[config.mk]
export PLATFORM = sky130hd
export DESIGN_NAME = matrix_addsub_seq_flat
export DESIGN_NICKNAME = d
export VERILOG_FILES = /design/src/rtl/matrix_addsub_seq_if.sv /design/src/rtl/matrix_addsub_seq.sv /design/src/flat_wrapper.sv
export SDC_FILE = /design/constraint.sdc
export NUM_CORES = 1
export LEC_CHECK = 0
export ABC_AREA = 0
export ABC_CLOCK_PERIOD_IN_PS = 8800
export CAP_MARGIN = 40
export CORE_MARGIN = 5
export CORE_UTILIZATION = 46
export DETAILED_ROUTE_END_ITERATION = 8
export GPL_TIMING_DRIVEN = 0
export HOLD_SLACK_MARGIN = 0.1
export PLACE_DENSITY = 0.74
export SYNTH_ARGS = -nofsm -noshare
export SYNTH_HDL_FRONTEND = slang
export SYNTH_SLANG_ARGS = --single-unit
[constraint.sdc]
create_clock -name clk -period 8.8 [get_ports clk]
set_clock_uncertainty 0.2 [all_clocks]
set_input_delay 2.64 -clock clk [delete_from_list [all_inputs] [get_ports clk]]
set_output_delay 2.64 -clock clk [all_outputs]
set_load 0.05 [all_outputs]
[src/rtl/matrix_addsub_seq_if.sv]
// Handshake and operand/result bundle for matrix_addsub_seq.
// The master drives start/op_sub/operands; the slave (the engine) returns status and results.
interface matrix_addsub_seq_if #(
    parameter int N = 5,
    parameter int W = 8
);
    logic             start;
    logic             op_sub;
    logic [N*N*W-1:0] mat_a;
    logic [N*N*W-1:0] mat_b;
    logic             busy;
    logic             done;
    logic [N*N*W-1:0] result;
    logic             ovf;

    modport master (
        output start, op_sub, mat_a, mat_b,
        input  busy, done, result, ovf
    );

    modport slave (
        input  start, op_sub, mat_a, mat_b,
        output busy, done, result, ovf
    );
endinterface

[src/rtl/matrix_addsub_seq.sv]
// Sequential element-wise add/subtract of two N x N signed 8-bit matrices, one element per cycle.
// Build option MATRIX_ADDSUB_SAT_EN: saturate overflowing elements instead of wrapping.
module matrix_addsub_seq #(
    parameter int N = 5,
    parameter int W = 8
) (
    input  logic                 clk,
    input  logic                 rst_n,
    matrix_addsub_seq_if.slave   bus
);
    localparam int NN   = N * N;
    localparam int IDXW = $clog2(NN);

    typedef enum logic [1:0] {
        S_IDLE = 2'd0,
        S_RUN  = 2'd1,
        S_DONE = 2'd2
    } state_t;

    state_t            r_state;
    logic [IDXW-1:0]   r_idx;
    logic [NN*W-1:0]   r_a;
    logic [NN*W-1:0]   r_b;
    logic              r_sub;
    logic              r_ovf;
    logic              r_busy;
    logic              r_done;
    logic [W-1:0]      r_res [NN];

    logic [W-1:0]      w_a_arr [NN];
    logic [W-1:0]      w_b_arr [NN];
    logic [W-1:0]      w_a_el;
    logic [W-1:0]      w_b_el;
    logic [W-1:0]      w_b_op;
    logic [W-1:0]      w_sum;
    logic [W-1:0]      w_wr;
    logic [W:0]        w_carry;
    logic              w_el_ovf;

    // Unpack latched operands and repack results element by element
    for (genvar gi = 0; gi < NN; gi++) begin : g_elem
        assign w_a_arr[gi]                = r_a[gi*W +: W];
        assign w_b_arr[gi]                = r_b[gi*W +: W];
        assign bus.result[gi*W +: W]      = r_res[gi];
    end

    assign w_a_el = w_a_arr[r_idx];
    assign w_b_el = w_b_arr[r_idx];

    // Subtraction is A + ~B + 1: invert B and feed op_sub in as carry-in
    assign w_b_op     = r_sub ? ~w_b_el : w_b_el;
    assign w_carry[0] = r_sub;
    for (genvar gi = 0; gi < W; gi++) begin : g_rca
        assign w_sum[gi]       = w_a_el[gi] ^ w_b_op[gi] ^ w_carry[gi];
        assign w_carry[gi+1]   = (w_a_el[gi] & w_b_op[gi]) |
                                 (w_carry[gi] & (w_a_el[gi] ^ w_b_op[gi]));
    end

    assign w_el_ovf = w_carry[W-1] ^ w_carry[W];

`ifdef MATRIX_ADDSUB_SAT_EN
    // On overflow both addends share A's sign, so A's sign is the true result's sign
    assign w_wr = w_el_ovf ? (w_a_el[W-1] ? {1'b1, {(W-1){1'b0}}} : {1'b0, {(W-1){1'b1}}})
                           : w_sum;
`else
    assign w_wr = w_sum;
`endif

    always_ff @(posedge clk or negedge rst_n) begin
        if (!rst_n) begin
            r_state <= S_IDLE;
            r_idx   <= '0;
            r_a     <= '0;
            r_b     <= '0;
            r_sub   <= 1'b0;
            r_ovf   <= 1'b0;
            r_busy  <= 1'b0;
            r_done  <= 1'b0;
            for (int i = 0; i < NN; i++) r_res[i] <= '0;
        end else begin
            case (r_state)
                S_IDLE: begin
                    if (bus.start) begin
                        r_a     <= bus.mat_a;
                        r_b     <= bus.mat_b;
                        r_sub   <= bus.op_sub;
                        r_ovf   <= 1'b0;
                        r_idx   <= '0;
                        r_busy  <= 1'b1;
                        r_state <= S_RUN;
                        for (int i = 0; i < NN; i++) r_res[i] <= '0;
                    end
                end
                S_RUN: begin
                    r_res[r_idx] <= w_wr;
                    if (w_el_ovf) r_ovf <= 1'b1;
                    if (r_idx == IDXW'(NN - 1)) begin
                        r_state <= S_DONE;
                        r_done  <= 1'b1;
                    end else begin
                        r_idx <= r_idx + 1'b1;
                    end
                end
                S_DONE: begin
                    r_state <= S_IDLE;
                    r_done  <= 1'b0;
                    r_busy  <= 1'b0;
                    r_idx   <= '0;
                end
                default: begin
                    r_state <= S_IDLE;
                    r_done  <= 1'b0;
                    r_busy  <= 1'b0;
                end
            endcase
        end
    end

    assign bus.busy = r_busy;
    assign bus.done = r_done;
    assign bus.ovf  = r_ovf;
endmodule
[src/flat_wrapper.sv]
// flat-port wrapper written by rule: the top's interface ports become plain ports
module matrix_addsub_seq_flat 
#(
    parameter int N = 5,
    parameter int W = 8
)
  (clk, rst_n, bus_start, bus_op_sub, bus_mat_a, bus_mat_b, bus_busy, bus_done, bus_result, bus_ovf);
  matrix_addsub_seq_if #(.N(N), .W(W)) bus_i ();
  input  logic clk;
  input  logic rst_n;
  input wire logic [$bits(bus_i.start)-1:0] bus_start;
  input wire logic [$bits(bus_i.op_sub)-1:0] bus_op_sub;
  input wire logic [$bits(bus_i.mat_a)-1:0] bus_mat_a;
  input wire logic [$bits(bus_i.mat_b)-1:0] bus_mat_b;
  output wire logic [$bits(bus_i.busy)-1:0] bus_busy;
  output wire logic [$bits(bus_i.done)-1:0] bus_done;
  output wire logic [$bits(bus_i.result)-1:0] bus_result;
  output wire logic [$bits(bus_i.ovf)-1:0] bus_ovf;
  assign bus_i.start = bus_start;
  assign bus_i.op_sub = bus_op_sub;
  assign bus_i.mat_a = bus_mat_a;
  assign bus_i.mat_b = bus_mat_b;
  assign bus_busy = bus_i.busy;
  assign bus_done = bus_i.done;
  assign bus_result = bus_i.result;
  assign bus_ovf = bus_i.ovf;
  matrix_addsub_seq #(.N(N), .W(W)) u_core (.clk(clk), .rst_n(rst_n), .bus(bus_i));
endmodule
**Word level (Yosys, flattened, before mapping)**

Cells that the tools add are included.

- Flip-flop bits (word level): 611
- Input bits: 404
- Word-level logic and storage cells: 124

- $add $sub $neg: 1
- $lt $le $gt $ge: 2
- Equality and inequality tests: 7
- Muxes and demuxes: 25
- Bitwise gates (word level): 45
- Reductions and logical operators: 11

Operators by type and width:

| cell | number |
|---|---|
| 200-bit one-hot mux with 2 select lines | 1 |
| 200-bit bitwise mux | 1 |
| 200-bit two-way mux | 1 |
| 8-bit binary-select mux with 5-bit select | 2 |
| 8-bit two-way mux | 6 |
| 8-bit demux with 5-bit select | 1 |
| 1-bit XOR | 17 |
| 1-bit bitwise AND | 16 |
| 5-bit one-hot mux with 3 select lines | 1 |
| 5-bit two-way mux | 2 |
| 2-bit AND reduction | 5 |
| 8-bit inverter | 1 |
| 1-bit bitwise OR | 8 |
| 6-bit >= comparator (second input constant) | 1 |
| 6-bit by 1-bit < comparator with 1-bit output (second input constant) | 1 |
| 5-bit inverter with 6-bit output | 1 |
| 1-bit one-hot mux with 2 select lines | 3 |
| 3-bit AND reduction | 2 |
| 5-bit by 1-bit adder with 5-bit output (second input constant) | 1 |
| 5-bit == test (second input constant) | 1 |
| 1-bit two-way mux | 4 |
| 2-bit two-way mux | 2 |
| 2-bit by 1-bit inequality test with 1-bit output (second input constant) | 2 |
| 2-bit inequality test (second input constant) | 2 |
| 8 further kinds | 9 |

**Logic depth before layout (Yosys ltp)**

- Depth after elaboration: 26
- Depth in mapped cells: 23
- Mapped depth without buffers: 19

**Worst setup path before layout**

No wires, ideal clock.

- Path type: reg-to-reg
- Start point: reg u_core.r_idx[0]
- End point: reg u_core.r_res, in the netlist u_core.bus.result[111]
- Setup time: 0.067 ns
- Arrival time: 5.746 ns
- Required time: 8.533 ns
- Setup slack: 2.787 ns
- Cell stages (with the launch flop): 22
- Clock period less this slack: 6.013 ns
- Path through: dfrtp_1 buf_6 buf_6 buf_4 buf_4 buf_4 mux4_2 a21oi_1 o221ai_1 fa_1 fa_1 fa_1 fa_1 inv_1 fa_1 inv_1 fa_1 fa_1 clkbuf_1 clkbuf_1 nand2_1 nand2_1

- Cells in the longest elaborated chain, start to end: 24
- Elaborated cells on any way between the ends: 46
- Those cells by class: order compare (2); mux (11); bitwise (32); reduce/logical (1)

RTL lines:

| element | line | text |
|---|---|---|
| start: declaration | matrix_addsub_seq.sv:21 | `logic [IDXW-1:0] r_idx;` |
| start signal: assignment | matrix_addsub_seq.sv:101 | `r_idx <= r_idx + 1'b1;` |
| 5-bit inverter with 6-bit output (implied by the code) * | matrix_addsub_seq.sv:47, matrix_addsub_seq.sv:48, matrix_addsub_seq.sv:95 |  |
| 8-bit binary-select mux with 5-bit select | matrix_addsub_seq.sv:48 | `assign w_b_el = w_b_arr[r_idx];` |
| 8-bit two-way mux (implied by the code) (2 in series) | matrix_addsub_seq.sv:48 |  |
| 8-bit inverter | matrix_addsub_seq.sv:51 | `assign w_b_op = r_sub ? ~w_b_el : w_b_el;` |
| 8-bit two-way mux | matrix_addsub_seq.sv:51 |  |
| 1-bit XOR | matrix_addsub_seq.sv:56 | `(w_carry[gi] & (w_a_el[gi] ^ w_b_op[gi]));` |
| 1-bit bitwise AND | matrix_addsub_seq.sv:56 |  |
| 1-bit bitwise OR | matrix_addsub_seq.sv:55 | `assign w_carry[gi+1] = (w_a_el[gi] & w_b_op[gi]) \|` |
| (+7 left out) | n/a |  |
| 1-bit bitwise OR | matrix_addsub_seq.sv:55 |  |
| 1-bit bitwise AND | matrix_addsub_seq.sv:56 |  |
| 1-bit bitwise OR | matrix_addsub_seq.sv:55 |  |
| 1-bit bitwise AND | matrix_addsub_seq.sv:56 |  |
| 1-bit bitwise OR | matrix_addsub_seq.sv:55 |  |
| 1-bit XOR | matrix_addsub_seq.sv:54 | `assign w_sum[gi] = w_a_el[gi] ^ w_b_op[gi] ^ w_carry[gi];` |
| 200-bit bitwise mux * | matrix_addsub_seq.sv:95 | `r_res[r_idx] <= w_wr;` |
| 200-bit one-hot mux with 2 select lines * | matrix_addsub_seq.sv:81 | `case (r_state)` |
| end signal: indexed assignment | matrix_addsub_seq.sv:95 |  |
| end: declaration | matrix_addsub_seq.sv:28 | `logic [W-1:0] r_res [NN];` |

Mark *: on every way between the ends. The rest lies on a longest branch, timed or not. The select of a mux whose other input is x is not followed.
A chain may end at the register's enable or synchronous reset.

**Worst setup path in the final report**

- Start point: reg u_core.r_idx[1]
- End point: reg u_core.r_res, in the netlist u_core.bus.result[23]

The elaborated chain is that of the path after synthesis.

==> summary.txt <==
Pwr
  • Clk pwr share: 17.0%
  • Peak supply drop: 0.343 mV
  • Gate power share: 55.2%
  • Switching power: 8.34 mW
  • Leak pwr: 17.6 nW
  • Cell Pwr Density: 464 nW/um2
  • Seq pwr share: 27.8%
  • Sw frac: 49.5%
  • Pint: 8.49 mW
  • Final Total Pwr: 16.8 mW

Floorplan
  • Die H: 251 um
  • IO Pins: 607
  • Die footprint: 63200 um2
  • Rows: 88
  • Initial Util: 46.5%
  • Die width: 251 um
  • Core area: 57700 um2

GRT
  • Vias in the first global route: 24100
  • GRT Residual Overflow: 0
  • Initial antenna violation count: 16
  • First-pass GRT wire length: 150000 um
  • Largest net degree at the start of global routing: 125
  • All-Layer GR Usage: 31.7%

Synth
  • Yosys warning total: 0
  • Flops & latches, synth: 611
  • Cell area after synthesis: 26800 um2
  • Gate Count Post-Synth: 2871
  • Seq/Total Area, Yosys: 57.0%
  • Library cells used by synthesis: 53
  • Post-synth ARST share: 100%
  • Syn_area_per_cell: 9.34 um2
  • Main synth FF type: dfrtp_1
  • Post-synth EDFFs: 0
  • Synth Net Count: 3286

CTS
  • CTS Sinks: 611
  • Clock Latency Late Sink: 0.61 ns
  • CTS Buf Count: 66
  • CTS clk-pin slew, worst paths: 0.06 ns
  • Hold_buf cts: 0
  • H-tree levels: 3
  • Cts repair resizes: 0
  • Post-CTS Setup Bufs: 0
  • Root buffer cell: clkbuf_16
  • CTS tree: built
  • Clock Tree Buf Depth: 3

STA
  • Max Slew Vio Count: 0
  • Final Hold Fails: 0
  • Worst hold slack: 0.271 ns
  • Max Fclk: 0.122 GHz
  • Crit path time final: 8.19 ns
  • RSZ-0062 raised after global routing: no
  • Setup_tns: 0 ns
  • Tcrit/Tclk final: 93.1%
  • Setup Viol. Count Final: 0
  • Worst-margin pin slew: 0.906 ns
  • Rel. slew slack: 39.3%

Layout
  • Area grow syn2layout: 35.3%
  • Register area: 15300 um2
  • Fillers: 4905
  • Area of the multi-input gates: 10700 um2
  • Layout cells sized above 1: 7.71%
  • Final layout net count: 3970

Worst setup path
  • CP arrival: 8.52 ns
  • Crit-path cells: buf_6 -> buf_8 -> buf_2 -> buf_2 -> buf_2 -> buf_2 -> mux4_2 -> a22oi_1 -> o221ai_1 -> fa_1 -> fa_1 -> fa_1 -> fa_1 -> inv_1 -> fa_1 -> inv_1 -> fa_1 -> fa_1 -> clkbuf_1 -> clkbuf_1 -> nand2_1 -> nand2_1
  • Crit-path max cell delay: 0.64 ns
  • Crit-path max FO: 10
  • CP Data Required Time: 9.13 ns
  • Critical path's slowest cell: clkbuf_1
  • Crit path kind: reg -> reg
  • Critical Path Sink Type: flip-flop
  • Cell mode on critical path: fa_1
  • CP Launch Type: flip-flop

Route
  • DRC errors left: 0
  • Final ANT Viol Nets: 0
  • DR iter-0 viols: 1930
  • Routed WL: 102000 um
  • Via/cell ratio: 5.44
  • DR vias: 23900
  • Detailed Routing Iterations Pass 1: 6
  • WL per Instance: 23.4 um

Placement
  • Routability cong.: 0.898
  • Buffers on Ports: 606
  • DP HPWL: 78100 um

Flow run
  • Max_cap viols: 0

Run status
  • Outcome: complete, no violations

Worst hold path
  • Hold WC Path Type: reg -> reg
-- area by class of cell --
| class | instances | area share (%) |
|---|---|---|
| tap | 765 | 2.64 |
| antenna | 13 | 0.0896 |
| buffer | 182 | 2.17 |
| multi-input combinational | 2068 | 29.5 |
| timing repair buffer | 616 | 17.3 |
| sequential | 611 | 42.1 |
| clock buffer | 89 | 5.18 |
| inverter | 10 | 0.103 |
| clock inverter | 29 | 0.907 |
-- path summary, 6_finish.rpt --
| kind | startpoint | depth (start not counted) | slack, ns | end |
|---|---|---|---|---|
| min in group asynchronous | rst_n | 1 | 1.88 | u_core.bus.result[27] |
| worst min register to register | u_core.r_a[149] | 2 | 0.27 | u_core.r_a[149] |
| max in group asynchronous | rst_n | 3 | 5.05 | u_core.r_b[98] |
| worst min-delay path | u_core.r_a[149] | 2 | 0.27 | u_core.r_a[149] |
| worst max register to register | u_core.r_idx[1] | 22 | 0.61 | u_core.bus.result[23] |
| worst max-delay path | u_core.r_idx[1] | 22 | 0.61 | u_core.bus.result[23] |
-- flip-flops by register name, summed over array words and instances, names as in the netlist --
| signal | count |
|---|---|
| u_core.bus.ovf | 1 |
| u_core.r_a | 200 |
| u_core.r_b | 200 |
| u_core.r_state | 2 |
| u_core.bus.result | 200 |
| u_core.bus.busy | 1 |
| u_core.r_sub | 1 |
| u_core.r_idx | 5 |
| u_core.bus.done | 1 |
-- critical path, delay by kind of cell, from the launching register on --
| family | cells | cell delay, ns |
|---|---|---|
| adders and majority gates | 7 | 3.04 |
| DFF | 1 | 0.39 |
| and+or+nand+nor | 2 | 0.23 |
| muxes | 1 | 0.43 |
| AOI/OAI and AO/OA | 2 | 0.47 |
| buffers and inverters | 10 | 3.31 |
-- kinds of logic after synthesis --
logic type	count (synthesis)	synth area share (%)
buffers and inverters	192	3.07
XOR/XNOR	11	0.387
AO/OA/AOI/OAI	119	3.00
flip-flops	611	57.0
adder cells (fa/ha/maj)	11	0.709
AND/OR/NAND/NOR	1795	26.4
multiplexers	132	9.42
-- placed cells by master (no fill, tap or decap), drive strengths merged, types with 7 or more instances in the layout --
master            n
a22o              7
a22oi            10
buf              49
clkbuf          233
clkdlybuf4s50   605
clkinv           17
dfrtp           611
diode            13
fa                7
inv              13
mux2i            32
mux4             96
nand2          1529
nand3           192
nor2             43
o21ai            69
o221ai            7
xnor2             9
-- metrics by stage --
step | worst slack, ns | std cells | utilization (%) | instance area [um2]
after floorplan | 2.79 | 2871 | - | 26800
after global placement | -22.46 | 4242 | 58.7 | 33800
after detailed placement | 0.711 | 4252 | 59.0 | 34000
after CTS | 0.674 | 4370 | 62.8 | 36300
after global routing | 0.506 | 4381 | 62.9 | 36300
final | 0.607 | 4383 | 62.9 | 36300
-- power groups by stage --
stage / Sequential [mW] / Combinational, mW / Clock (mW)
after floorplan: 5.47 / 4.47 / 0
after global placement: 4.68 / 9.11 / 0
after detailed placement: 4.69 / 9.24 / 0
after CTS: 4.66 / 9.28 / 2.89
after global routing: 4.80 / 9.84 / 3.00
final: 4.68 / 9.28 / 2.86
-- Yosys cell counts (all sizes together), types with 2 or more instances --
master  number  share of area, %
or2          2             0.047
nand4        2             0.047
o221ai       7              0.23
o211ai       3             0.084
xor2         2             0.065
fa           7              0.52
a22oi       10              0.28
o22ai        3             0.070
buf         38              0.91
nand2b       6              0.14
mux2i       32               1.2
nor2        43              0.60
mux2         4              0.17
nor2b        6              0.14
nand2     1529                21
and2         5              0.12
a21oi        6              0.11
clkbuf     144               2.0
xnor2        9              0.32
mux4        96               8.1
a31oi        5              0.12
nand3      192               3.6
ha           4              0.19
nor3         6              0.13
a22o         7              0.23
o21ai       69               1.6
dfrtp      611                57
inv          9              0.13
-- layer usage --
layer	share of wire [%]	wire length, um	global-route usage (%)
met1	37	38300	40.1
met2	49	50500	53.7
met3	8.7	8940	6.41
met4	4.5	4570	13.3
met5	0.046	47	0
(Power assumes the default switching activity.)
